`src/rtl/rtc_bus_pkg.sv`:
```
// Shared types for the RTC bus sequencer: FSM states, grant direction, strobe bundle.
// With RTC_WRITE_VERIFY_EN defined, the state set includes the write-readback states.
package rtc_bus_pkg;

  typedef enum logic [2:0] {
    StIdle,
    StAddr,
    StGap,
    StData,
    StDone
`ifdef RTC_WRITE_VERIFY_EN
    ,
    StVerifyAddr,
    StVerifyGap,
    StVerifyData
`endif
  } state_e;

  typedef enum logic {
    GntRead  = 1'b0,
    GntWrite = 1'b1
  } grant_e;

  typedef struct packed {
    logic a_d;
    logic rd;
    logic wr;
    logic cs;
  } strobes_t;

  localparam strobes_t StrobesIdle = '{a_d: 1'b1, rd: 1'b1, wr: 1'b1, cs: 1'b1};

endpackage

```
`src/rtl/rtc_phase_timer.sv`:
```
// Loadable down-counter timing one bus phase; done pulses in the phase's last cycle.
module rtc_phase_timer #(
  parameter int unsigned CNT_W = 4
) (
  input  logic             clk,
  input  logic             reset,
  input  logic             load,
  input  logic [CNT_W-1:0] length,
  output logic             done
);

  logic [CNT_W-1:0] cnt_q;
  logic             active_q;

  always_ff @(posedge clk or posedge reset) begin
    if (reset) begin
      cnt_q    <= '0;
      active_q <= 1'b0;
    end else if (load) begin
      cnt_q    <= length - CNT_W'(1);
      active_q <= 1'b1;
    end else if (active_q) begin
      if (cnt_q == '0) begin
        active_q <= 1'b0;
      end else begin
        cnt_q <= cnt_q - CNT_W'(1);
      end
    end
  end

  assign done = active_q && (cnt_q == '0);

endmodule

```
`src/rtl/rtc_bus_sequencer.sv`:
```
// Arbitrates write/read requesters onto the multiplexed RTC bus (address, gap, data phases).
// Optional RTC_WRITE_VERIFY_EN: each write is followed by a readback and reports wr_err.
module rtc_bus_sequencer
  import rtc_bus_pkg::*;
#(
  parameter int unsigned T_PULSE = 4,
  parameter int unsigned T_GAP   = 2,
  parameter int unsigned CNT_W   = 4
) (
  input  logic       clk,
  input  logic       reset,
  input  logic       wr_req,
  input  logic [7:0] wr_addr,
  input  logic [7:0] wr_data,
  output logic       wr_ack,
  input  logic       rd_req,
  input  logic [7:0] rd_addr,
  output logic [7:0] rd_data,
  output logic       rd_ack,
  output logic       A_D,
  output logic       RD,
  output logic       WR,
  output logic       CS,
  output logic [7:0] io_out,
  output logic       io_oe,
  input  logic [7:0] io_in,
  output logic       busy
`ifdef RTC_WRITE_VERIFY_EN
  ,
  output logic       wr_err
`endif
);

  localparam logic [CNT_W-1:0] PulseLen = CNT_W'(T_PULSE);
  localparam logic [CNT_W-1:0] GapLen   = CNT_W'(T_GAP);

  state_e     state_q, state_d;
  grant_e     last_grant_q, last_grant_d;
  grant_e     grant_sel;
  grant_e     dir_q;
  logic [7:0] addr_q, data_q, rd_data_q;
  logic       latch;
  logic       tmr_load, tmr_done;
  logic [CNT_W-1:0] tmr_len;
  strobes_t   strb;

  rtc_phase_timer #(
    .CNT_W(CNT_W)
  ) u_timer (
    .clk   (clk),
    .reset (reset),
    .load  (tmr_load),
    .length(tmr_len),
    .done  (tmr_done)
  );

  always_comb begin
    state_d      = state_q;
    last_grant_d = last_grant_q;
    grant_sel    = dir_q;
    latch        = 1'b0;
    tmr_load     = 1'b0;
    tmr_len      = PulseLen;
    case (state_q)
      StIdle: begin
        if (wr_req || rd_req) begin
          // Round-robin on a tie: the side that did not win last time goes next.
          grant_sel    = (wr_req && (!rd_req || last_grant_q == GntRead)) ? GntWrite : GntRead;
          last_grant_d = grant_sel;
          latch        = 1'b1;
          tmr_load     = 1'b1;
          state_d      = StAddr;
        end
      end
      StAddr: begin
        if (tmr_done) begin
          tmr_load = 1'b1;
          tmr_len  = GapLen;
          state_d  = StGap;
        end
      end
      StGap: begin
        if (tmr_done) begin
          tmr_load = 1'b1;
          state_d  = StData;
        end
      end
      StData: begin
        if (tmr_done) begin
`ifdef RTC_WRITE_VERIFY_EN
          if (dir_q == GntWrite) begin
            tmr_load = 1'b1;
            state_d  = StVerifyAddr;
          end else begin
            state_d = StDone;
          end
`else
          state_d = StDone;
`endif
        end
      end
`ifdef RTC_WRITE_VERIFY_EN
      StVerifyAddr: begin
        if (tmr_done) begin
          tmr_load = 1'b1;
          tmr_len  = GapLen;
          state_d  = StVerifyGap;
        end
      end
      StVerifyGap: begin
        if (tmr_done) begin
          tmr_load = 1'b1;
          state_d  = StVerifyData;
        end
      end
      StVerifyData: begin
        if (tmr_done) begin
          state_d = StDone;
        end
      end
`endif
      StDone:  state_d = StIdle;
      default: state_d = StIdle;
    endcase
  end

  always_comb begin
    strb   = StrobesIdle;
    io_oe  = 1'b0;
    io_out = 8'h00;
    wr_ack = 1'b0;
    rd_ack = 1'b0;
    case (state_q)
      StAddr: begin
        strb.cs  = 1'b0;
        strb.a_d = 1'b0;
        strb.wr  = 1'b0;
        io_oe    = 1'b1;
        io_out   = addr_q;
      end
      StData: begin
        strb.cs = 1'b0;
        if (dir_q == GntWrite) begin
          strb.wr = 1'b0;
          io_oe   = 1'b1;
          io_out  = data_q;
        end else begin
          strb.rd = 1'b0;
        end
      end
`ifdef RTC_WRITE_VERIFY_EN
      StVerifyAddr: begin
        strb.cs  = 1'b0;
        strb.a_d = 1'b0;
        strb.wr  = 1'b0;
        io_oe    = 1'b1;
        io_out   = addr_q;
      end
      StVerifyData: begin
        strb.cs = 1'b0;
        strb.rd = 1'b0;
      end
`endif
      StDone: begin
        wr_ack = (dir_q == GntWrite);
        rd_ack = (dir_q == GntRead);
      end
      default: ;
    endcase
  end

  always_ff @(posedge clk or posedge reset) begin
    if (reset) begin
      state_q      <= StIdle;
      last_grant_q <= GntRead;
      dir_q        <= GntRead;
      addr_q       <= 8'h00;
      data_q       <= 8'h00;
      rd_data_q    <= 8'h00;
    end else begin
      state_q      <= state_d;
      last_grant_q <= last_grant_d;
      if (latch) begin
        dir_q  <= grant_sel;
        addr_q <= (grant_sel == GntWrite) ? wr_addr : rd_addr;
        data_q <= wr_data;
      end
      if (state_q == StData && dir_q == GntRead && tmr_done) begin
        rd_data_q <= io_in;
      end
    end
  end

`ifdef RTC_WRITE_VERIFY_EN
  logic wr_err_q;

  always_ff @(posedge clk or posedge reset) begin
    if (reset) begin
      wr_err_q <= 1'b0;
    end else if (state_q == StVerifyData && tmr_done) begin
      wr_err_q <= (io_in != data_q);
    end
  end

  assign wr_err = wr_err_q;
`endif

  assign A_D     = strb.a_d;
  assign RD      = strb.rd;
  assign WR      = strb.wr;
  assign CS      = strb.cs;
  assign rd_data = rd_data_q;
  assign busy    = (state_q != StIdle);

endmodule

```
`config.mk`:
```
export PLATFORM = sky130hd
export DESIGN_NAME = rtc_bus_sequencer
export DESIGN_NICKNAME = d
export VERILOG_FILES = /design/src/rtl/rtc_bus_pkg.sv /design/src/rtl/rtc_phase_timer.sv /design/src/rtl/rtc_bus_sequencer.sv
export SDC_FILE = /design/constraint.sdc
export NUM_CORES = 1
export LEC_CHECK = 0
export CAP_MARGIN = 20
export CORE_UTILIZATION = 45
export DETAILED_ROUTE_END_ITERATION = 10
export GPL_TIMING_DRIVEN = 0
export HOLD_SLACK_MARGIN = 0.1
export PLACE_DENSITY = 0.81
export SLEW_MARGIN = 20
export SYNTH_ARGS = -nofsm -noshare
export SYNTH_HDL_FRONTEND = slang
export SYNTH_SLANG_ARGS = --single-unit
```
`constraint.sdc`:
```
create_clock -name clk -period 4.1 [get_ports clk]
set_input_delay 0.41 -clock clk [delete_from_list [all_inputs] [get_ports clk]]
set_output_delay 0.41 -clock clk [all_outputs]
set_load 0.02 [all_outputs]
```
==> results_dict.tcl <==
set metrics [dict create \
    outcome "finished, final reports clean" \
    synthTopCellsByArea "dfrtp_1 51%, mux2_2 11%, mux2i_1 6.0%, a22o_1 4.2%, nand2_1 4.1%" \
    setup_violations 0 \
    num_rows 21 \
    post_drt_wl_per_cell_um 14.92 \
    fin_nets 254 \
    tightestPinTransition_ns 0.6852 \
    rr_startpoint "state_q[2]" \
    crit_path_max_fanout 9 \
    end_kind "output pin" \
    syn_nets 188 \
    die_area_um2 3939 \
    comb_power_share_pct 6.9 \
    synthArstFlopShare_pct 100.0 \
    area_delta_synth_final_pct 44.73 \
    cap_violations 0 \
    cp_slowest_cell "clkdlybuf4s50_1" \
    ys_top_cells_by_count "34 x dfrtp_1, 18 x nand2_1, 16 x mux2_2" \
    core_area_um2 3442 \
    crit_chain "buf_2 -> nor2b_2 -> nand2_1 -> nor2_1 -> a22o_1 -> clkdlybuf4s50_1" \
    ys_ff_latch 34 \
    die_width_um 62.77 \
    cp.arrival_ns 2.53 \
    hold_ws_ns 0.4839 \
    yosys.area.top_type_share_pct 51.20 \
    syn-cell-area_um2 1662 \
    power.share.clock_pct 39.9 \
    detailed_place.area_um2 2310 \
    hold_class "reg2reg" \
    ys.flop_type "dfrtp_1" \
    vias 1389 \
    pwr-share-seq_pct 53.2 \
    r2r-end "u_timer.cnt_q[2]" \
    post_cts_buffers 0 \
    yosys_warnings 0 \
    drc 0 \
    crit_type "reg2out" \
    whs_endpoint "last_grant_q" \
    power_density_nw_per_um2 262.3 \
    layout-drive-gt1-share_pct 18.81 \
    hold_violations 0 \
    fp.dieH_um 62.77 \
    totalWireLength_um 3940 \
    dp.cells 256 \
    synth-edff-count 0 \
    start_util_pct 48.27 \
    stdcell_count 264 \
    overflow 0 \
    antenna_found_initial 0 \
    finClkSkew_ns 0.004010 \
    io_buffers 59 \
    synth_cells 151 \
    diodes 0 \
    power_w 0.0006307 \
    hp-start "last_grant_q" \
    clockBufferDepth 2 \
    ant_nets 0 \
    cts_sinks 34 \
    grt_pass1_wl_um 6644 \
    ys_seq_area_share_pct 51.20 \
    switching_share_pct 20.61 \
    p_switching_w 0.0001300 \
    ys_types 36 \
    cpLargestDelayFamily "simple AND/OR/NAND/NOR gates" \
    critPathMaxStageDelay_ns 0.60 \
    holdPathStages 2 \
    drtIter0Drc 127 \
    fin_area_um2 2405 \
    grt_pass1_vias 1426 \
    finalCritPeriodShare_pct 71.74 \
    via_per_inst 5.261 \
    internal_power_w 0.0005007 \
    synth.largest_area_cell "dfrtp_1" \
    p_leak_nw 1.165 \
    clkLatencyLatePin_ns 0.28 \
    grt_util_all_layers_pct 22.12 \
    grt_setup_unrepaired "false" \
    place.gp.congestion 0.8314 \
    fillers 267 \
    holdBufCountCts 0 \
    num_io_pins 60 \
    synth.avg_cell_area_um2 11.00 \
    htreeDepth 2 \
    start_kind "flop" \
    root_buffer "clkbuf_8" \
    cts_tree "done" \
    ff2ff_path_depth 11 \
    drv_slew 0 \
    synth.most_common_cell "dfrtp_1" \
    grt_max_degree 35 \
    slew_headroom_pct 54.25 \
    cts_made_buffers 5 \
    worst-path-buf-inv 2 \
    r2r_slack_ns 1.78 \
    cts_resized 0 \
    peakVddDrop_v 0.0002254 \
    period_minus_slack_ns 2.941 \
    dr.pass1.iters 4 \
    clk_pin_slew_ns 0.07 \
    setup_tns_ns 0 \
    fmax_mhz 340.0 \
    critPathRequiredTime_ns 3.69 \
    dpl.hpwl_um 2996 \
]
==> power by group through the flow <==
stage | sequential [W] | clock [W] | combinational [W]
6_report | 0.000335 | 0.000252 | 0.0000436
5_1_grt | 0.000335 | 0.000274 | 0.0000471
4_1_cts | 0.000335 | 0.000257 | 0.0000445
3_5_place_dp | 0.000342 | 0 | 0.0000444
3_3_place_gp | 0.000342 | 0 | 0.0000423
2_1_floorplan | 0.000342 | 0 | 0.00000732
==> flip-flops by register name, indices dropped and copies added (netlist names) <==
signal            flops
dir_q                 1
last_grant_q          1
u_timer.cnt_q         4
data_q                8
addr_q                8
state_q               3
u_timer.active_q      1
rd_data               8
==> cells in the final DEF (no fill, tap or decap), types with 2 or more instances in the layout <==
cell             instances
buf_2                    4
nor3_1                   2
nor2_2                   3
o21ai_0                 11
nor3_4                   2
clkdlybuf4s50_1         59
clkbuf_8                 6
nand3_1                  3
dfrtp_1                 34
nor2_1                   6
a22o_1                   8
mux2_2                  16
nand2_1                 18
inv_1                    8
clkbuf_1                 2
a21oi_1                  2
mux2i_1                 10
==> stage by stage <==
stage	utilization (%)	setup slack [ns]
after floorplan	-	1.985
after global placement	67.10	1.546
after detailed placement	67.10	1.482
after CTS	69.87	1.169
after global routing	69.87	1.066
final	69.87	1.159
==> layer usage <==
| metal | track usage [%] | wire length (µm) | vias up | share of wire (%) |
|---|---|---|---|---|
| met3 | 4.562 | 129 | 7 | 3.3 |
| li1 | - | - | 657 | - |
| met4 | 8.721 | 66 | 0 | 1.7 |
| met5 | 0 | 0 | - | 0 |
| met2 | 38.04 | 2082 | 35 | 53 |
| met1 | 27.03 | 1661 | 690 | 42 |
==> how the worst max path moves through the flow <==
stage                           from                to  cells past startpoint
final                     state_q[2]         io_out[6]                      6
after global routing      state_q[2]         io_out[6]                      6
after CTS                 state_q[2]         io_out[6]                      6
after detailed placement  state_q[2]         io_out[6]                      6
after global placement    state_q[2]         io_out[6]                      6
after floorplan           state_q[2]  u_timer.cnt_q[2]                     11
==> worst reg2reg max path: stages, from the launching register on <==
cell and delay, ns:
dfrtp_1 0.36, buf_2 0.18, nor2b_2 0.17, inv_1 0.11, nor2_2 0.37, inv_1 0.13
a2bb2oi_1 0.15, ha_1 0.25, nor3b_1 0.21, a21oi_1 0.06, nor3_1 0.14, a211oi_1 0.07
==> logic make-up (layout without fill, tap and decap cells) <==
logic type,Yosys count,after routing,share of synthesized area [%]
adder cells (fa/ha/maj),1,1,0.7529
flip-flops,34,34,51.21
AND/OR/NAND/NOR,41,41,13.10
XOR/XNOR,2,2,1.054
multiplexers,26,26,16.87
AO/OA/AOI/OAI,30,30,12.58
buffers and inverters,17,84,4.443
==> layout make-up <==
| cell class | instances | area (µm²) | area share (%) |
|---|---|---|---|
| Timing Repair Buffer | 59 | 590.6 | 24.56 |
| Clock inverter | 2 | 12.51 | 0.5203 |
| Buffer | 8 | 40.04 | 1.665 |
| Clock buffer | 6 | 82.58 | 3.434 |
| Multi-Input combinational cell | 100 | 737.0 | 30.65 |
| Tap cell | 46 | 57.56 | 2.393 |
| Inverter | 9 | 33.78 | 1.405 |
| Sequential cell | 34 | 850.8 | 35.38 |
No activity file was read; power rests on OpenSTA's default activity.
